$ cat config.mk
export PLATFORM = sky130hd
export DESIGN_NAME = sum_nine_divider
export DESIGN_NICKNAME = d
export VERILOG_FILES = /design/src/rtl/sum_nine_pkg.sv /design/src/rtl/sum_nine_divider_div9_step.sv /design/src/rtl/sum_nine_divider.sv
export SDC_FILE = /design/constraint.sdc
export NUM_CORES = 1
export LEC_CHECK = 0
export CAP_MARGIN = 5
export CORE_MARGIN = 2
export CORE_UTILIZATION = 35
export DETAILED_ROUTE_END_ITERATION = 6
export PLACE_DENSITY = 0.53
export SYNTH_ARGS = -nofsm -noshare
export SYNTH_HDL_FRONTEND = slang
export SYNTH_HIERARCHICAL = 1
export SYNTH_SLANG_ARGS = --single-unit
$ cat constraint.sdc
create_clock -name clk -period 2.05 [get_ports clk]
set_input_delay 0.615 -clock clk [delete_from_list [all_inputs] [get_ports clk]]
set_output_delay 0.615 -clock clk [all_outputs]
set_load 0.01 [all_outputs]
$ cat src/rtl/sum_nine_pkg.sv
// Shared types and constants for the divide-by-nine datapath.
// Latency: n/a (package only).
// Backpressure: n/a (package only).
package sum_nine_pkg;

  typedef enum logic [1:0] {
    IDLE = 2'd0,
    DIV  = 2'd1,
    DONE = 2'd2
  } state_t;

  localparam int DIVISOR = 9;
  localparam int REM_W   = 4;

  // Number of restoring-division iterations for a WIDTH-bit addend sum.
  function automatic int iter_count(input int width);
    return width + 4;
  endfunction

endpackage

$ cat src/rtl/sum_nine_divider_div9_step.sv
// One restoring-division step by the constant nine (combinational).
// Latency: 0 cycles.
// Backpressure: none; pure function of its inputs.
module div9_step
  import sum_nine_pkg::*;
(
  input  logic [REM_W-1:0] rem_in,
  input  logic             bit_in,
  output logic [REM_W-1:0] rem_out,
  output logic             q_bit
);

  logic [REM_W:0] partial;

  // Shift in the next dividend bit and subtract nine when it fits.
  always_comb begin
    partial = {rem_in, bit_in};
    q_bit   = (partial >= (REM_W+1)'(DIVISOR));
    rem_out = q_bit ? REM_W'(partial - (REM_W+1)'(DIVISOR)) : partial[REM_W-1:0];
  end

endmodule

$ cat src/rtl/sum_nine_divider.sv
// Divides a nine-operand sum by nine; optional rounding via SUM_NINE_DIV_ROUND_EN.
// Latency: out_valid rises WIDTH+5 edges after the accepting edge.
// Backpressure: one job at a time; result held stable until out_ready.
module sum_nine_divider
  import sum_nine_pkg::*;
#(
  parameter int WIDTH = 32
) (
  input  logic             clk,
  input  logic             rst_n,
  input  logic             in_valid,
  output logic             in_ready,
  input  logic [WIDTH+3:0] in_sum,
  output logic             out_valid,
  input  logic             out_ready,
  output logic [WIDTH:0]   out_quot,
  output logic [REM_W-1:0] out_rem
);

  localparam int DW    = WIDTH + 4;
  localparam int CNT_W = $clog2(DW + 1);

  state_t           state;
  logic [DW-1:0]    dividend;
  logic [DW-1:0]    quot;
  logic [REM_W-1:0] rem;
  logic [REM_W-1:0] rem_nxt;
  logic             q_bit;
  logic [CNT_W-1:0] cnt;
  logic [WIDTH:0]   quot_fin;

  div9_step u_step (
    .rem_in  (rem),
    .bit_in  (dividend[DW-1]),
    .rem_out (rem_nxt),
    .q_bit   (q_bit)
  );

`ifdef SUM_NINE_DIV_ROUND_EN
  // Round half up on the final remainder; cannot overflow the WIDTH+1 result.
  assign quot_fin = quot[WIDTH:0] + (WIDTH+1)'(rem >= REM_W'(5));
`else
  assign quot_fin = quot[WIDTH:0];
`endif

  // Control FSM, iteration counter and MSB-first shift datapath.
  always_ff @(posedge clk or negedge rst_n) begin
    if (!rst_n) begin
      state     <= IDLE;
      in_ready  <= 1'b1;
      out_valid <= 1'b0;
      dividend  <= '0;
      quot      <= '0;
      rem       <= '0;
      cnt       <= '0;
      out_quot  <= '0;
      out_rem   <= '0;
    end else begin
      case (state)
        IDLE: begin
          if (in_valid) begin
            state    <= DIV;
            in_ready <= 1'b0;
            dividend <= in_sum;
            quot     <= '0;
            rem      <= '0;
            cnt      <= CNT_W'(iter_count(WIDTH));
          end
        end
        DIV: begin
          if (cnt != '0) begin
            dividend <= {dividend[DW-2:0], 1'b0};
            quot     <= {quot[DW-2:0], q_bit};
            rem      <= rem_nxt;
            cnt      <= cnt - CNT_W'(1);
          end else begin
            // All bits consumed: register the result and present it.
            state     <= DONE;
            out_valid <= 1'b1;
            out_quot  <= quot_fin;
            out_rem   <= rem;
          end
        end
        DONE: begin
          if (out_ready) begin
            state     <= IDLE;
            out_valid <= 1'b0;
            in_ready  <= 1'b1;
          end
        end
        default: begin
          state     <= IDLE;
          in_ready  <= 1'b1;
          out_valid <= 1'b0;
        end
      endcase
    end
  end

  // The top three quotient bits can never be set: (2^(WIDTH+4)-1)/9 < 2^(WIDTH+1).
  assert property (@(posedge clk) disable iff (!rst_n) quot[DW-1:WIDTH+1] == '0);

endmodule

# Yosys cells after proc, flatten, opt, wreduce, memory -nomap -nowiden
# Cells that the tools add are included.
classes:
  addsub: 2
  n_lt_le_gt_ge: 1
  n_eq_ne: 6
  n_mux: 23
  n_bitwise: 3
  n_reduce_logical: 8
op_table:
  columns: ["operator", "count"]
  rows:
  - ["36-bit two-way mux", 2]
  - ["36-bit case mux with 2 select lines", 1]
  - ["33-bit two-way mux", 2]
  - ["33-bit case mux with 2 select lines", 1]
  - ["4-bit two-way mux", 3]
  - ["6-bit two-way mux", 2]
  - ["6-bit case mux with 2 select lines", 1]
  - ["3-bit AND reduction", 4]
  - ["2-bit inequality test, second input constant", 4]
  - ["4-bit case mux with 2 select lines", 1]
  - ["2-bit two-way mux", 3]
  - ["1-bit case mux with 3 select lines", 2]
  - ["2-bit case mux with 3 select lines", 1]
  - ["6-bit nonzero test", 1]
  - ["6-bit by 1-bit subtractor with 6-bit output, second input constant", 1]
  - ["5-bit by 4-bit greater-or-equal comparator with 1-bit output, second input constant", 1]
  - ["1-bit two-way mux", 4]
  - ["4-bit subtractor, second input constant", 1]
  - ["1-bit inverter", 3]
  - ["2-bit by 1-bit == test with 1-bit output, second input constant", 1]
  - ["2-bit == test, second input constant", 1]
  - ["2-bit zero test", 1]
  - ["2-bit AND reduction", 1]
  - ["2-bit nonzero test", 1]
word_totals:
  ff_bits: 120
  input_bits: 40
  out_inout_bits: 39
  wordCells: 52

# Depth between registers and ports, before layout
# Gate-level depths: netlist (run 1).
depth:
  ltp_word: 4
  depth_mapped: 7
  ltp_nobuf: 7

# By module
# Netlist (run 1), hierarchy kept.
modules_own_cells:
  columns: ["module", "instances", "cells_each", "area_each_um2", "seq_area_each_um2"]
  rows:
  - ["sum_nine_divider", 1, 426, 5157.4, 3004.1]
  - ["div9_step", 1, 19, 127.6, 0.0]

# Least setup slack after synthesis (run 1)
# OpenSTA, ideal clock, no wires.
synth_path:
  path_type: "register to register"
  startpoint: "reg cnt[0]"
  endpoint: "reg out_quot[10]"
  setup_ns: 0.125
  arrival_ns: 1.603
  required_time_ns: 1.925
  path_slack_ns: 0.323
  path_stages_with_launch: 8
  n_path_buf: 2
  synth_period_minus_slack_ns: 1.727
  cell_sequence: "dfrtp_1 > inv_1 > ha_1 > nor2b_1 > nand3_1 > buf_4 > buf_6 > mux2_2"
synth_via:
  elab_chain_len: 3
synth_lines:
  columns: ["item", "line", "rtl"]
  rows:
  - ["start, declared", "sum_nine_divider.sv:29", "logic [CNT_W-1:0] cnt;"]
  - ["start signal, assigned", "sum_nine_divider.sv:67", "cnt <= CNT_W'(iter_count(WIDTH));"]
  - ["start signal, assigned", "sum_nine_divider.sv:75", "cnt <= cnt - CNT_W'(1);"]
  - ["6-bit nonzero test", "sum_nine_divider.sv:71", "if (cnt != '0) begin"]
  - ["1-bit inverter (no line)", null, null]
  - ["2-bit AND reduction (no line)", null, null]
  - ["end signal, assigned", "sum_nine_divider.sv:80", "out_quot <= quot_fin;"]
  - ["end, declared", "sum_nine_divider.sv:16", "output logic [WIDTH:0] out_quot,"]
# Every way passes these cells.
# A chain may end at the register's enable or synchronous reset.

# Final worst setup path (run 1)
layout_path:
  startpoint: "reg out_valid"
  endpoint: "out out_valid"
layout_rtl:
  columns: ["item", "line", "rtl"]
  rows:
  - ["start, declared", "sum_nine_divider.sv:14", "output logic out_valid,"]
  - ["start signal, assigned", "sum_nine_divider.sv:51", "out_valid <= 1'b0;"]
  - ["start signal, assigned", "sum_nine_divider.sv:79", "out_valid <= 1'b1;"]
  - ["start signal, assigned", "sum_nine_divider.sv:87", "out_valid <= 1'b0;"]
# No word-level cell between the ends.

==> run metrics, run 1 <==
grt total ovfl 0; WL/cell ~16 um; Die W 127 um; synth unique cells 44; Synth area leader dfrtp_1; Worst EP required ~1.4 ns; Avg Cell Area, Syn 11.9 um2; routed wl met2 around 5.6 mm; met3 wire length 503 um; Max-slew headroom 67.8%; Worst path max stage delay ~0.55 ns; largest net degree at the start of global routing 40; first-pass GRT wire length 20.4 mm; DRT iter0 DRCs 325; critical path class reg -> out; Bufs and invs on worst path 1; routed vias 3815; First-pass DRT Iterations 4; status complete, no violations; post-route ant nets 0; EDFF count, synth 0; Tot Pwr 11.4 mW; depth of the most critical reg-to-reg path 7; cell area after synthesis 0.00529 mm2; CP Capture Type output pin; wl on met1 approximately 5.4 mm; worst vdd ir 0.000765 V; final setup vio count 0; count leader, synth dfrtp_1; H-Tree Depth 4; Root Driver clkbuf_16; highest routed layer met4; Die Height 127 um; DIE AREA 0.0161 mm2; RSZ-0062 raised after global routing no; CP Cell Sequence clkdlybuf4s50_1; Synth Register Bits between 100 and 150; detailed placement HPWL 7.34 mm; FILL cells 1336; top post-synthesis cells by count dfrtp_1 (119), o21ai_0 (44), nand2_1 (43); WL final 11.7 mm; Core Region 0.0146 mm2; leakage between 2 and 3 nW; clk sinks 120; fin crit period 1.95 ns; share of layout cells above drive strength 1 27.7%; fin nets 570; initial antenna violation count 0; fmax 0.513 GHz; Critical R2R Launch cnt[0]; Worst EP arrival 1.34 ns; critical path's top delay family buffers and inverters; FF-to-FF setup slack 0.22 ns; Reg-to-Reg End dividend[29]; CP Launch Type flip-flop; Initial Utilization 36.1%; gpl congestion 0.755; clk slew on worst S/H paths 0.05 ns; CP max FO 3; I/O pin cnt 79; worst-margin pin slew 0.484 ns; sequential area share after synthesis approximately 57%; Hold Fails Final Rpt 0; pwr/cell area 1630 mW/mm2; Synth Flop Type dfrtp_1; post-synthesis async set-or-reset flop share 100%; Clock Tree Buf Depth 2; Setup Total Neg Slack 0 ns; Slew Viols, Final 0; share of the synthesized area in the top cell type 56.3%; vias in the first global route 3898; worst skew pair latency 0.42 ns; Final period util 95.1%; Clock Skew 0.00968 ns; Total Routing Usage GR 15.9%; Avg Vias per Cell approximately 5.3; Synth area leaders dfrtp_1 (56%), mux2_2 (7.9%), o221a_2 (7.2%); # Post-CTS Setup Buffers 0; syn nets a little under 500; cts hold-fix bufs 0; Ys Warns 6; max cap viols 0; Rows 44; cell count after synthesis 445; ANT cells 0; post-cts repair resize count 1; # port buffers 78; Hold WC Path Type in -> async; DRC violations left 0; Area Growth Syn to Fin 31.7%; slowest cell on the critical path clkdlybuf4s50_1; TritonCTS buffer count 17; clock tree from TritonCTS yes
==> kinds of logic after synthesis <==
family          synth area share (%)
flops                           56.8
fa+ha+maj                      0.947
mux                             8.26
compound gates                  19.6
buf+inv                         3.98
simple gates                    10.4
==> area by class of cell <==
cell class / count / area (um2) / area share [%]
Multi-Input combinational cell: 283 / 2090 / 30.1
Tap cell: 184 / 230 / 3.31
Clock buffer: 20 / 457 / 6.56
Timing Repair Buffer: 99 / 1030 / 14.9
Sequential cell: 120 / 3000 / 43.2
Clock inverter: 11 / 124 / 1.78
Inverter: 5 / 18.8 / 0.270
==> registers in the layout (all words and copies together) (netlist names) <==
name       count
out_rem        4
rem            4
quot          33
out_quot      33
cnt            6
state          2
dividend      36
out_valid      1
in_ready       1
==> metrics by stage <==
stage | utilization (%) | hold slack [ns] | std cells | instance area (um2) | setup slack, ns
6_report | 47.5 | 0.154 | 722 | 6960 | 0.0997
5_1_grt | 47.5 | 0.176 | 722 | 6960 | 0.0375
3_5_place_dp | 43.6 | 0.493 | 691 | 6380 | -0.267
3_3_place_gp | 43.6 | 0.493 | 691 | 6380 | -0.241
4_1_cts | 47.5 | 0.168 | 722 | 6960 | 0.0664
2_1_floorplan | - | 0.319 | 445 | 5290 | 0.323
==> worst max-delay path by stage <==
stage / startpoint / endpoint / slack, ns / depth (start not counted)
after floorplan: cnt[0] / out_quot[10] / 0.32 / 7
after global placement: in_valid / dividend[11] / -0.24 / 5
after detailed placement: in_valid / dividend[10] / -0.27 / 5
after CTS: out_rem[1] / out_rem[1] / 0.07 / 1
after global routing: out_valid / out_valid / 0.04 / 1
final: out_valid / out_valid / 0.1 / 1
==> metal layers <==
layer / vias to the layer above / track usage, %
li1: 1796 / -
met1: 1916 / 21.5
met2: 84 / 24.2
met3: 19 / 3.92
met4: 0 / 7.05
met5: - / 0
==> cells in the final DEF (no fill, tap or decap), drive strengths merged, types with 6 or more instances in the layout <==
cell type      count
mux2              37
dfrtp            119
clkdlybuf4s50     76
clkbuf            20
nand2             43
o221a             35
o211ai            38
o21ai             45
buf               22
or2               36
nor2               7
inv                6
==> power breakdown <==
group / total (mW) / leakage (nW) / switching (mW) / internal [mW]
Sequential: 4.17 / 1.48 / 0.745 / 3.42
Clock: 2.89 / 0.278 / 1.05 / 1.84
Combinational: 4.32 / 1.15 / 2.01 / 2.31
Note: power is estimated with default switching activity, not from simulation.
==> inputs of run 2 (changes only) <==
clock period = 2.3 ns   (was 2.05 ns; I/O delays follow)
==> run 2 against run 1 <==
Against the previous run:
- utilization is 0.20 points higher
- cell area increased by 0.41%
- count of clock-buffer cells in the layout grew 2
- non-clock buffer count shrank 7
- clock power grew 3%
- setup slack improved by 0.040 ns
- flip-flop and latch count did not move
- first-iteration DRC count down 29%
- largest power group is now registers
- highest routed layer unchanged
==> run metrics, run 2 (synthesized netlist as in run 1, its figures left out) <==
status complete, no violations; Worst path max stage delay 0.54 ns (about the same); WL final 11.5 mm (-2.5%); pre-CTS worst setup slack -0.0766 ns (+0.190 ns); worst skew pair latency 0.41 ns (about the same); Worst EP arrival 1.47 ns (+0.13 ns); worst setup margin 0.140 ns (+0.0398 ns); vias in the first global route 3758 (-3.6%); Initial Utilization 36.1% (unchanged); worst vdd ir 0.000692 V (-9.6%); largest net degree at the start of global routing 65 (+63%); CP Launch Type flip-flop; max reg flops 36 (unchanged); Die W 127 um (unchanged); Clock Tree Buf Depth 2 (unchanged); Inst Count DP 684 (-1.0%); depth of the most critical reg-to-reg path 6 (-1); post-route ant nets 0 (unchanged); Root Driver clkbuf_16; slowest cell on the critical path dfstp_2; # Post-CTS Setup Buffers 0 (unchanged); WL/cell 16.0 um (-1.7%); leakage 2.92 nW (+0.33%); TritonCTS buffer count 17 (unchanged); gpl congestion 0.791 (+4.8%); RSZ-0062 raised after global routing no; ANT cells 0 (unchanged); initial antenna violation count 0 (unchanged); Clock Skew 0.00661 ns (-0.00307 ns); Core Region 0.0146 mm2 (unchanged); top flop regs dividend (36), out_quot (33), quot (33); Final Util 47.7% (+0.20 points); First-pass DRT Iterations 4 (unchanged); final setup vio count 0 (unchanged); first-pass GRT wire length 19.4 mm (-4.9%); Finished Layout Cells 716 (-0.83%); Hold WC Path Type in -> async; H-Tree Depth 4 (unchanged); I/O pin cnt 79 (unchanged); clk sinks 120 (unchanged); most frequent cells in the layout dfrtp_1 (119), clkdlybuf4s50_1 (77), o21ai_0 (44); post-cts repair resize count 0 (-1); grt total ovfl 0 (unchanged); Final period util a little over nine tenths; routed vias 3754 (-1.6%); total number of cells along the worst setup path 1 (unchanged); cts hold-fix bufs 0 (unchanged); DRT iter0 DRCs 230 (-29%); Max-slew headroom 54.2% (-14 points); fin nets 563 (-1.2%); most common cell after layout, fill and taps aside dfrtp_1; fin crit period approximately 2.2 ns; Die Height 127 um (unchanged); most flop-heavy register dividend; DIE AREA 0.0161 mm2 (unchanged); clock tree from TritonCTS yes; CP Capture Type output pin; Area Growth Syn to Fin 32.3%; DRC violations left 0 (unchanged); Hold Fails Final Rpt 0 (unchanged); clk slew on worst S/H paths 0.05 ns (about the same); worst-margin pin slew 0.686 ns (+0.203 ns); critical path's top delay family flip-flops; CP max FO 3 (unchanged); Total Routing Usage GR 15.2% (-0.72 points); fmax 0.463 GHz; final hold slack 0.288 ns (+0.134 ns); Bufs and invs on worst path 1 (unchanged); critical path class reg -> out; detailed placement HPWL 7.08 mm (-3.5%); max cap viols 0 (unchanged); Rows 44 (unchanged); Avg Vias per Cell 5.24 (-0.77%); pwr/cell area 1490 mW/mm2 (-8.7%); share of layout cells above drive strength 1 26.9% (-0.82 points); Worst EP required 1.61 ns (+0.18 ns); CP Cell Sequence clkdlybuf4s50_1; # port buffers 78 (unchanged); Slew Viols, Final 0 (unchanged)
## run 2: cell types whose count changed in the layout (fill, tap and decap cells not counted), sizes merged
cell / before / now
buf: 22 / 15
clkinv: 5 / 3
clkdlybuf4s50: 76 / 77
clkinvlp: 3 / 1
clkbuf: 20 / 22
dlygate4sd2: 1 / 0
bufinv: 2 / 5
## run 2: per-stage QoR
| stage | area [um2] | total power [mW] | TNS (ns) |
|---|---|---|---|
| after global routing | 6990 | 11.2 | 0 |
| after CTS | 6990 | 10.6 | 0 |
| final | 6990 | 10.4 | 0 |
| after global placement | 6320 | 7.40 | -0.590 |
| after detailed placement | 6320 | 7.52 | -1.13 |
| after floorplan | 5290 | 6.17 | 0 |
## run 2: layout make-up
class                   count  area, um2
clock inverters            10        189
inverters                   5       18.8
clock buffers              22        484
flip-flops and latches    120       3000
multi-input cells         283       2090
well taps                 184        230
repair buffers             92        971
fillers                  1338       7650
## run 2: power by group
| part | total, mW | switching (mW) | leakage (nW) | internal, mW |
|---|---|---|---|---|
| clock network | 2.99 | 0.945 | 0.327 | 2.04 |
| logic | 3.70 | 1.72 | 1.11 | 1.98 |
| registers | 3.73 | 0.686 | 1.48 | 3.05 |
| total | 10.4 | 3.35 | 2.92 | 7.08 |
## run 2: path summary, 6_finish.rpt
check                              from  slack, ns      endpoint
setup / recovery               in_ready       0.14      in_ready
hold / removal                    rst_n       0.29     out_valid
setup reg to reg                 cnt[0]       0.26       quot[6]
hold reg to reg            out_quot[17]       0.50  out_quot[17]
max in group asynchronous         rst_n       1.71       quot[2]
min in group clk           out_quot[17]       0.50  out_quot[17]
## run 2: metal layers
metal | global-route usage, % | routed length [um]
met1 | 19.7 | 5290
met2 | 23.7 | 5580
met3 | 4.64 | 455
met4 | 6.14 | 128
met5 | 0 | 0
